**src/rtl/fourstate_scan_rx.sv**
```systemverilog
// Four-state word receiver: classifies every bit of an accepted word as 0/1/x/z,
// LANES bits per cycle, and reports per-class counts plus the lowest x/z index.
// Case-equality classification makes this a simulation-side checker block.
module fourstate_scan_rx #(
  parameter int unsigned W     = 16,
  parameter int unsigned LANES = 4,
  parameter int unsigned ERRW  = 16
) (
  input  logic                     clk,
  input  logic                     rst,
  input  logic                     in_valid,
  output logic                     in_ready,
  input  logic [W-1:0]             in_data,
  output logic                     out_valid,
  input  logic                     out_ready,
  output logic [$clog2(W+1)-1:0]   cnt0,
  output logic [$clog2(W+1)-1:0]   cnt1,
  output logic [$clog2(W+1)-1:0]   cntx,
  output logic [$clog2(W+1)-1:0]   cntz,
  output logic                     has_xz,
  output logic [$clog2(W)-1:0]     first_xz_idx,
  output logic [ERRW-1:0]          err_words
);

  localparam int unsigned CW    = $clog2(W + 1);
  localparam int unsigned IW    = $clog2(W);
  localparam int unsigned NSTEP = W / LANES;
  localparam int unsigned PW    = (NSTEP > 1) ? $clog2(NSTEP) : 1;
  localparam logic [PW-1:0] LastPtr = PW'(NSTEP - 1);

  typedef enum logic [1:0] {StIdle, StScan, StReport} state_e;

  state_e          state;
  logic [W-1:0]    word;
  logic [PW-1:0]   ptr;
  logic [LANES-1:0] lane;
  logic [CW-1:0]   add0, add1, addx, addz;
  logic            lane_found;
  logic [IW-1:0]   lane_idx;

  // Classify the current lane; the first x/z hit wins so the index is the lowest.
  always_comb begin
    lane       = word[ptr*LANES +: LANES];
    add0       = '0;
    add1       = '0;
    addx       = '0;
    addz       = '0;
    lane_found = 1'b0;
    lane_idx   = '0;
    for (int i = 0; i < int'(LANES); i++) begin
      if (lane[i] === 1'b0) begin
        add0 = add0 + 1'b1;
      end else if (lane[i] === 1'b1) begin
        add1 = add1 + 1'b1;
      end else begin
        if (lane[i] === 1'bx) addx = addx + 1'b1;
        else                  addz = addz + 1'b1;
        if (!lane_found) begin
          lane_found = 1'b1;
          lane_idx   = IW'(ptr * LANES + i);
        end
      end
    end
  end

  // Control FSM with registered handshake and result outputs.
  always_ff @(posedge clk) begin
    if (rst) begin
      state        <= StIdle;
      in_ready     <= 1'b1;
      out_valid    <= 1'b0;
      cnt0         <= '0;
      cnt1         <= '0;
      cntx         <= '0;
      cntz         <= '0;
      has_xz       <= 1'b0;
      first_xz_idx <= '0;
      err_words    <= '0;
      word         <= '0;
      ptr          <= '0;
    end else begin
      unique case (state)
        StIdle: begin
          if (in_valid && in_ready) begin
            word         <= in_data;
            cnt0         <= '0;
            cnt1         <= '0;
            cntx         <= '0;
            cntz         <= '0;
            has_xz       <= 1'b0;
            first_xz_idx <= '0;
            ptr          <= '0;
            in_ready     <= 1'b0;
            state        <= StScan;
          end
        end
        StScan: begin
          cnt0 <= cnt0 + add0;
          cnt1 <= cnt1 + add1;
          cntx <= cntx + addx;
          cntz <= cntz + addz;
          if (!has_xz && lane_found) begin
            has_xz       <= 1'b1;
            first_xz_idx <= lane_idx;
          end
          ptr <= ptr + 1'b1;
          if (ptr == LastPtr) begin
            out_valid <= 1'b1;
            state     <= StReport;
          end
        end
        StReport: begin
          if (out_ready) begin
            out_valid <= 1'b0;
            in_ready  <= 1'b1;
            state     <= StIdle;
            // Saturate rather than wrap so a long error run never reads as clean.
            if (has_xz && (err_words != {ERRW{1'b1}})) err_words <= err_words + 1'b1;
          end
        end
        default: begin
          state     <= StIdle;
          in_ready  <= 1'b1;
          out_valid <= 1'b0;
        end
      endcase
    end
  end

endmodule
```
**config.mk**
```make
export PLATFORM = sky130hd
export DESIGN_NAME = fourstate_scan_rx
export DESIGN_NICKNAME = d
export VERILOG_FILES = /design/src/rtl/fourstate_scan_rx.sv
export SDC_FILE = /design/constraint.sdc
export NUM_CORES = 1
export LEC_CHECK = 0
export ABC_CLOCK_PERIOD_IN_PS = 4530
export CORE_AREA = 3 3 137 73
export CTS_BUF_LIST = sky130_fd_sc_hd__clkbuf_4
export CTS_CLUSTER_SIZE = 12
export DETAILED_ROUTE_END_ITERATION = 8
export DIE_AREA = 0 0 140 76
export DONT_BUFFER_PORTS = 1
export PLACE_DENSITY = 0.5
export SYNTH_ARGS = -nofsm -noshare
export SYNTH_HDL_FRONTEND = slang
export SYNTH_SLANG_ARGS = --single-unit
export TNS_END_PERCENT = 5
```
**constraint.sdc**
```tcl
create_clock -name clk -period 4.53 [get_ports clk]
set_input_delay 0.906 -clock clk [delete_from_list [all_inputs] [get_ports clk]]
set_output_delay 0.906 -clock clk [all_outputs]
set_load 0.02 [all_outputs]
```
# Yosys cells after proc, flatten, opt, wreduce, memory -nomap -nowiden
# Index checks and enable logic that the tools add are counted.
dict set report word_totals {
  output_inout_bits 43
  wordCells 146
  in_bits 20
  reg_bits 63
}
dict set report classes {
  n_addsub 21
  reduce_logical 13
  muxes 77
  shift 1
  eq_ne 20
  bitwise_logic 2
}
# operator count
set ops {}
lappend ops {{$mux W5} 28}
lappend ops {{$add A5 B1 Y5 const B} 12}
lappend ops {{$mux W4} 13}
lappend ops {{$pmux W5 S2} 4}
lappend ops {{$mux W1} 22}
lappend ops {{$add A5 B5 Y5} 4}
lappend ops {{$add A16 B1 Y16 const B} 1}
lappend ops {{$ne A16 B16 Y1 const B} 1}
lappend ops {{$shiftx A16 B5 Y4} 1}
lappend ops {{$reduce_and A3 Y1} 5}
lappend ops {{$eqx A1 B1 Y1 const B} 12}
lappend ops {{$add A4 B2 Y4 const B} 2}
lappend ops {{$mux W2} 4}
lappend ops {{$ne A2 B2 Y1 const B} 4}
lappend ops {{$pmux W4 S2} 1}
lappend ops {{$pmux W1 S3} 2}
lappend ops {{$pmux W2 S3} 1}
lappend ops {{$add A4 B1 Y4 const B} 1}
lappend ops {{$eq A2 B2 Y1 const B} 2}
lappend ops {{$pmux W2 S2} 1}
lappend ops {{$reduce_and A2 Y1} 2}
lappend ops {{$logic_and A1 B1 Y1} 3}
lappend ops {{$add A2 B1 Y2 const B} 1}
lappend ops {{$eq A2 B1 Y1 const B} 1}
lappend ops {{5 further kinds} 6}

# Logic depth before layout (Yosys ltp)
dict set report logic_depth {
  ltp_word 19
  depth_mapped 15
  depth_no_buf 14
}

# Worst setup path after synthesis
# No wires, ideal clock.
dict set report synth_timing {
  path_kind {reg-to-reg}
  from {register ptr[0]}
  to {register cnt1[4]}
  setup_ns 0.065
  synth_period_minus_slack_ns 3.309
  slack_ns 1.221
  stages_incl_launch_ff 16
  n_path_buf 1
  required_time_ns 4.465
  arrival_ns 3.244
  cell_sequence {dfxtp_1 buf_6 mux4_1 inv_1 ha_1 xnor2_2 inv_1 ha_1 mux2_2 inv_1 fa_1 nor2b_1 o21a_1 o21ai_1 mux2_2 nor2_1}
}
dict set report synth_between {
  elab_chain_len 15
  word_cells_on_any_way 22
  classes_between {4 x add/sub; 8 x eq/ne; 1 x shift; 9 x mux}
}
# element line_no
set synth_rtl {}
lappend synth_rtl {{start: declaration} 35} ;# logic [PW-1:0] ptr;
lappend synth_rtl {{start signal: assignment} 106} ;# ptr <= ptr + 1'b1;
lappend synth_rtl {{$shiftx A16 B5 Y4 (*)} 43} ;# lane = word[ptr*LANES +: LANES];
lappend synth_rtl {{$eqx A1 B1 Y1} 53} ;# end else if (lane[i] === 1'b1) begin
lappend synth_rtl {{$mux W1} 53}
lappend synth_rtl {{$mux W1} 51} ;# if (lane[i] === 1'b0) begin
lappend synth_rtl {{$add A5 B1 Y5} 54} ;# add1 = add1 + 1'b1;
lappend synth_rtl {{$mux W5} 53}
lappend synth_rtl {{$mux W5} 51}
lappend synth_rtl {{$add A5 B1 Y5} 54}
lappend synth_rtl {{$mux W5} 53}
lappend synth_rtl {{$mux W5} 51}
lappend synth_rtl {{$add A5 B1 Y5} 54}
lappend synth_rtl {{$mux W5} 53}
lappend synth_rtl {{$mux W5 (*)} 51}
lappend synth_rtl {{$add A5 B5 Y5 (*)} 99} ;# cnt1 <= cnt1 + add1;
lappend synth_rtl {{$pmux W5 S2 (*)} 82} ;# unique case (state)
lappend synth_rtl {{end signal: assignment} 99}
lappend synth_rtl {{end: declaration} 17} ;# output logic [$clog2(W+1)-1:0] cnt1,
# Mark *: on every way between the ends. The rest lies on a longest branch, timed or not.
# A chain may end at the register's enable or synchronous reset.

# Final worst setup path
# Same ends and word-level chain as after synthesis.

==> run_results.csv <==
group,metric,value,unit
global_routing,antenna_found_initial,0,
yosys,yosysUniqueCellTypes,42,
clock_network,h-tree-depth,2,
pwr,vdd_drop_max,0.09197,mV
setup_path,crit_top_cell,"inv_1",
timing,hold_viol_final,0,
detailed_routing,routed-via-count,2085,
final_layout,drive_above_1_share,5.956,%
clock_network,root_buffer,"clkbuf_4",
clock_network,cts_resized,0,
yosys,yosysTopAreaCellShare,39.93,%
timing,tns,0,ns
setup_path,timing_worst_setup_path_type,"reg2reg",
setup_path,critPathTopFamily,"multiplexers",
min_path,hold_class,"reg2reg",
global_routing,grt_pass1_wl,10130,um
yosys,ys.warnings.count,0,
placement,port_buffers,0,
clock_network,clock_latency,0.38,ns
floorplan,core,8708,um2
placement,dp.cells,428,
timing,post-route-period-util,79.63,%
timing,slew_headroom,34.31,%
pwr,leakage,0.001060,uW
floorplan,rows,24,
floorplan,initial_utilization,32.24,%
yosys,synth-edff-count,0,
yosys,synth-seq-cells,56,
final_layout,final_nets,357,
yosys,async_reset_ff_share,0,%
clock_network,cts_buffers,5,
yosys,synth.avg_cell_area,8.666,um2
final_layout,stdcell_count,436,
yosys,seq_area_frac_synth,39.93,%
global_routing,track_usage,11.32,%
detailed_routing,drcViolationCount,0,
detailed_routing,wl_per_cell,13.53,um
setup_path,worstPathArrival,3.93,ns
yosys,syn-cell-area,2808,um2
final_layout,n_antenna_cell,0,
detailed_routing,drt_iter0_markers,91,
yosys,synthCells,324,
run_status,status,"finished clean",
timing,setup_violations,0,
global_routing,grt_max_degree,50,
setup_path,crit_buf_inv,3,
setup_path,critPathSlowestCell,"mux4_1",
setup_path,crit_path_cell_trace,"mux4_1, inv_1, ha_1, xnor2_2, inv_1, ha_1, mux2_2, inv_1, fa_1, nor2b_1, o21a_1, o21ai_1, mux2_2, nor2_1",
floorplan,die_area,10640,um2
global_routing,grt_pass1_vias,2118,
setup_path,cp_slowest_stage_delay,0.65,ns
setup_path,crit_path_end_kind,"flip-flop",
setup_path,cp_max_fo,7,
timing,grt_setup_unrepaired,"no",
detailed_routing,postRouteAntennaNets,0,
yosys,ys.flop_type,"dfxtp_1",
clock_network,hold_buffers,0,
floorplan,chipWidth,140,um
global_routing,grt.overflow.total,0,
timing,worst_slew_pin_slew,0.9854,ns
timing,fin_crit,3.607,ns
timing,slew_violations,0,
setup_path,crit_path_start_kind,"flip-flop",
flow_run,cap_violations,0,
timing,fmax,277.2,MHz
clock_network,clockBufferDepth,2,
placement,gp_congestion,0.7627,
placement,post-dp-hpwl,4270,um
final_layout,area_growth,4.234,%
clock_network,cts_setup_buffers,0,
yosys,synth_most_common_cell,"dfxtp_1",
pwr,powerDensity,309.6,nW/um2
setup_path,required,4.85,ns
clock_network,clock_sinks,56,
detailed_routing,vias_per_cell,4.782,
yosys,synthTopCellsByArea,"dfxtp_1, ha_1, nand2_1, a21oi_1, xnor2_1",
timing,skew,0.01603,ns
yosys,yosysTopAreaCell,"dfxtp_1",
detailed_routing,first_pass_iters,4,
clock_network,path_clk_slew,0.16,ns
floorplan,die_h,76,um
clock_network,cts_tree,"built",
floorplan,io_pins,63,
yosys,synth_common_cells,"dfxtp_1, nand2_1, a21oi_1, nor2_1, xnor2_1",
detailed_routing,wirelength,5897,um
## power by group
group	switching, uW	leakage, uW	internal [uW]
logic	80.6	0.000576	62.0
registers	25.3	0.000454	511
clock network	161	0.0000293	65.6
total	267	0.00106	639
## layout make-up
type                    instances  area (um2)
clock buffers                   6       45.04
clock inverters                 2       11.26
fillers                       908        5782
inverters                      16       60.06
multi-input cells             238        1535
flip-flops and latches         56        1121
well taps                     117       146.4
repair buffers                  1       7.507
## through the flow
stage               total power, uW  area (um2)  worst slack (ns)  hold WS (ns)  util [%]
floorplan                     674.5        2838             1.221        0.4315         -
global placement              685.3        2870             1.045        0.4388     32.96
detailed placement            690.8        2870            0.9550        0.4416     32.96
CTS                           928.8        2927            0.9077        0.4624     33.61
global route                  970.8        2927            0.6962        0.4907     33.61
finish                        906.0        2927            0.9226        0.4616     33.61
## metal layers
metal  vias to the layer above  part of all wire [%]  GRT usage (%)
met1                       983                    46          14.35
met5                         -                     0              0
li1                       1056                     -              -
met2                        42                    48          18.89
met3                         4                   4.8          3.386
met4                         0                  0.71          2.998
## cell usage in the layout, fill, tap and decap left out, types with 2 or more instances in the layout
master / netlist / layout
and2_1: 8 / 8
xor2_1: 2 / 2
ha_1: 17 / 17
or3_1: 2 / 2
mux4_1: 2 / 2
nor4_1: 6 / 6
nand4_1: 4 / 4
dfxtp_1: 56 / 56
mux2i_1: 2 / 2
nor3_1: 4 / 4
inv_2: 2 / 2
nand2_1: 46 / 46
o21bai_1: 2 / 2
mux4_2: 2 / 2
a31oi_1: 2 / 2
nand2b_1: 5 / 5
o21ai_0: 3 / 3
inv_1: 14 / 14
fa_1: 2 / 2
a21oi_1: 33 / 33
nand4b_1: 2 / 2
mux2_2: 3 / 3
nor3b_1: 2 / 2
o21a_1: 2 / 2
conb_1: 1 / 9
a21o_1: 2 / 2
xnor2_1: 18 / 18
o21ai_1: 3 / 3
nor2b_1: 4 / 4
nor2_1: 30 / 30
clkbuf_4: 0 / 6
nand3_1: 14 / 14
## final timing paths
kind | start | endpoint | slack (ns) | cells past startpoint
hold / removal | word[1] | word[1] | 0.46 | 2
setup / recovery | ptr[0] | cnt1[4] | 0.92 | 14
setup reg to reg | ptr[0] | cnt1[4] | 0.92 | 14
hold reg to reg | word[1] | word[1] | 0.46 | 2
## sequential cells by signal, indices dropped and copies added (netlist names), 2 cells and up
register	cells
err_words	16
word	16
cnt0	5
cnt1	5
cntx	5
first_xz_idx	2
ptr	2
state	2
## worst reg2reg max path, cell delays in order (launching register included)
cell     delay, ns
dfxtp_1       0.55
mux4_1        0.66
inv_1         0.11
ha_1          0.28
xnor2_2       0.27
inv_1         0.07
ha_1          0.27
mux2_2        0.15
inv_1         0.05
fa_1          0.40
nor2b_1       0.17
o21a_1        0.13
o21ai_1       0.06
mux2_2        0.30
nor2_1        0.07
## kinds of logic (layout without fill, tap and decap cells)
family	Yosys count	in the layout	share of synthesized area (%)
flops	56	56	39.93
fa+ha+maj	19	19	9.002
compound gates	47	47	9.001
mux	10	10	5.927
simple gates	132	132	22.73
other cells	1	9	0.1336
buf+inv	38	25	6.462
xor+xnor	21	21	6.818
Power figures use the tool's default switching activity.
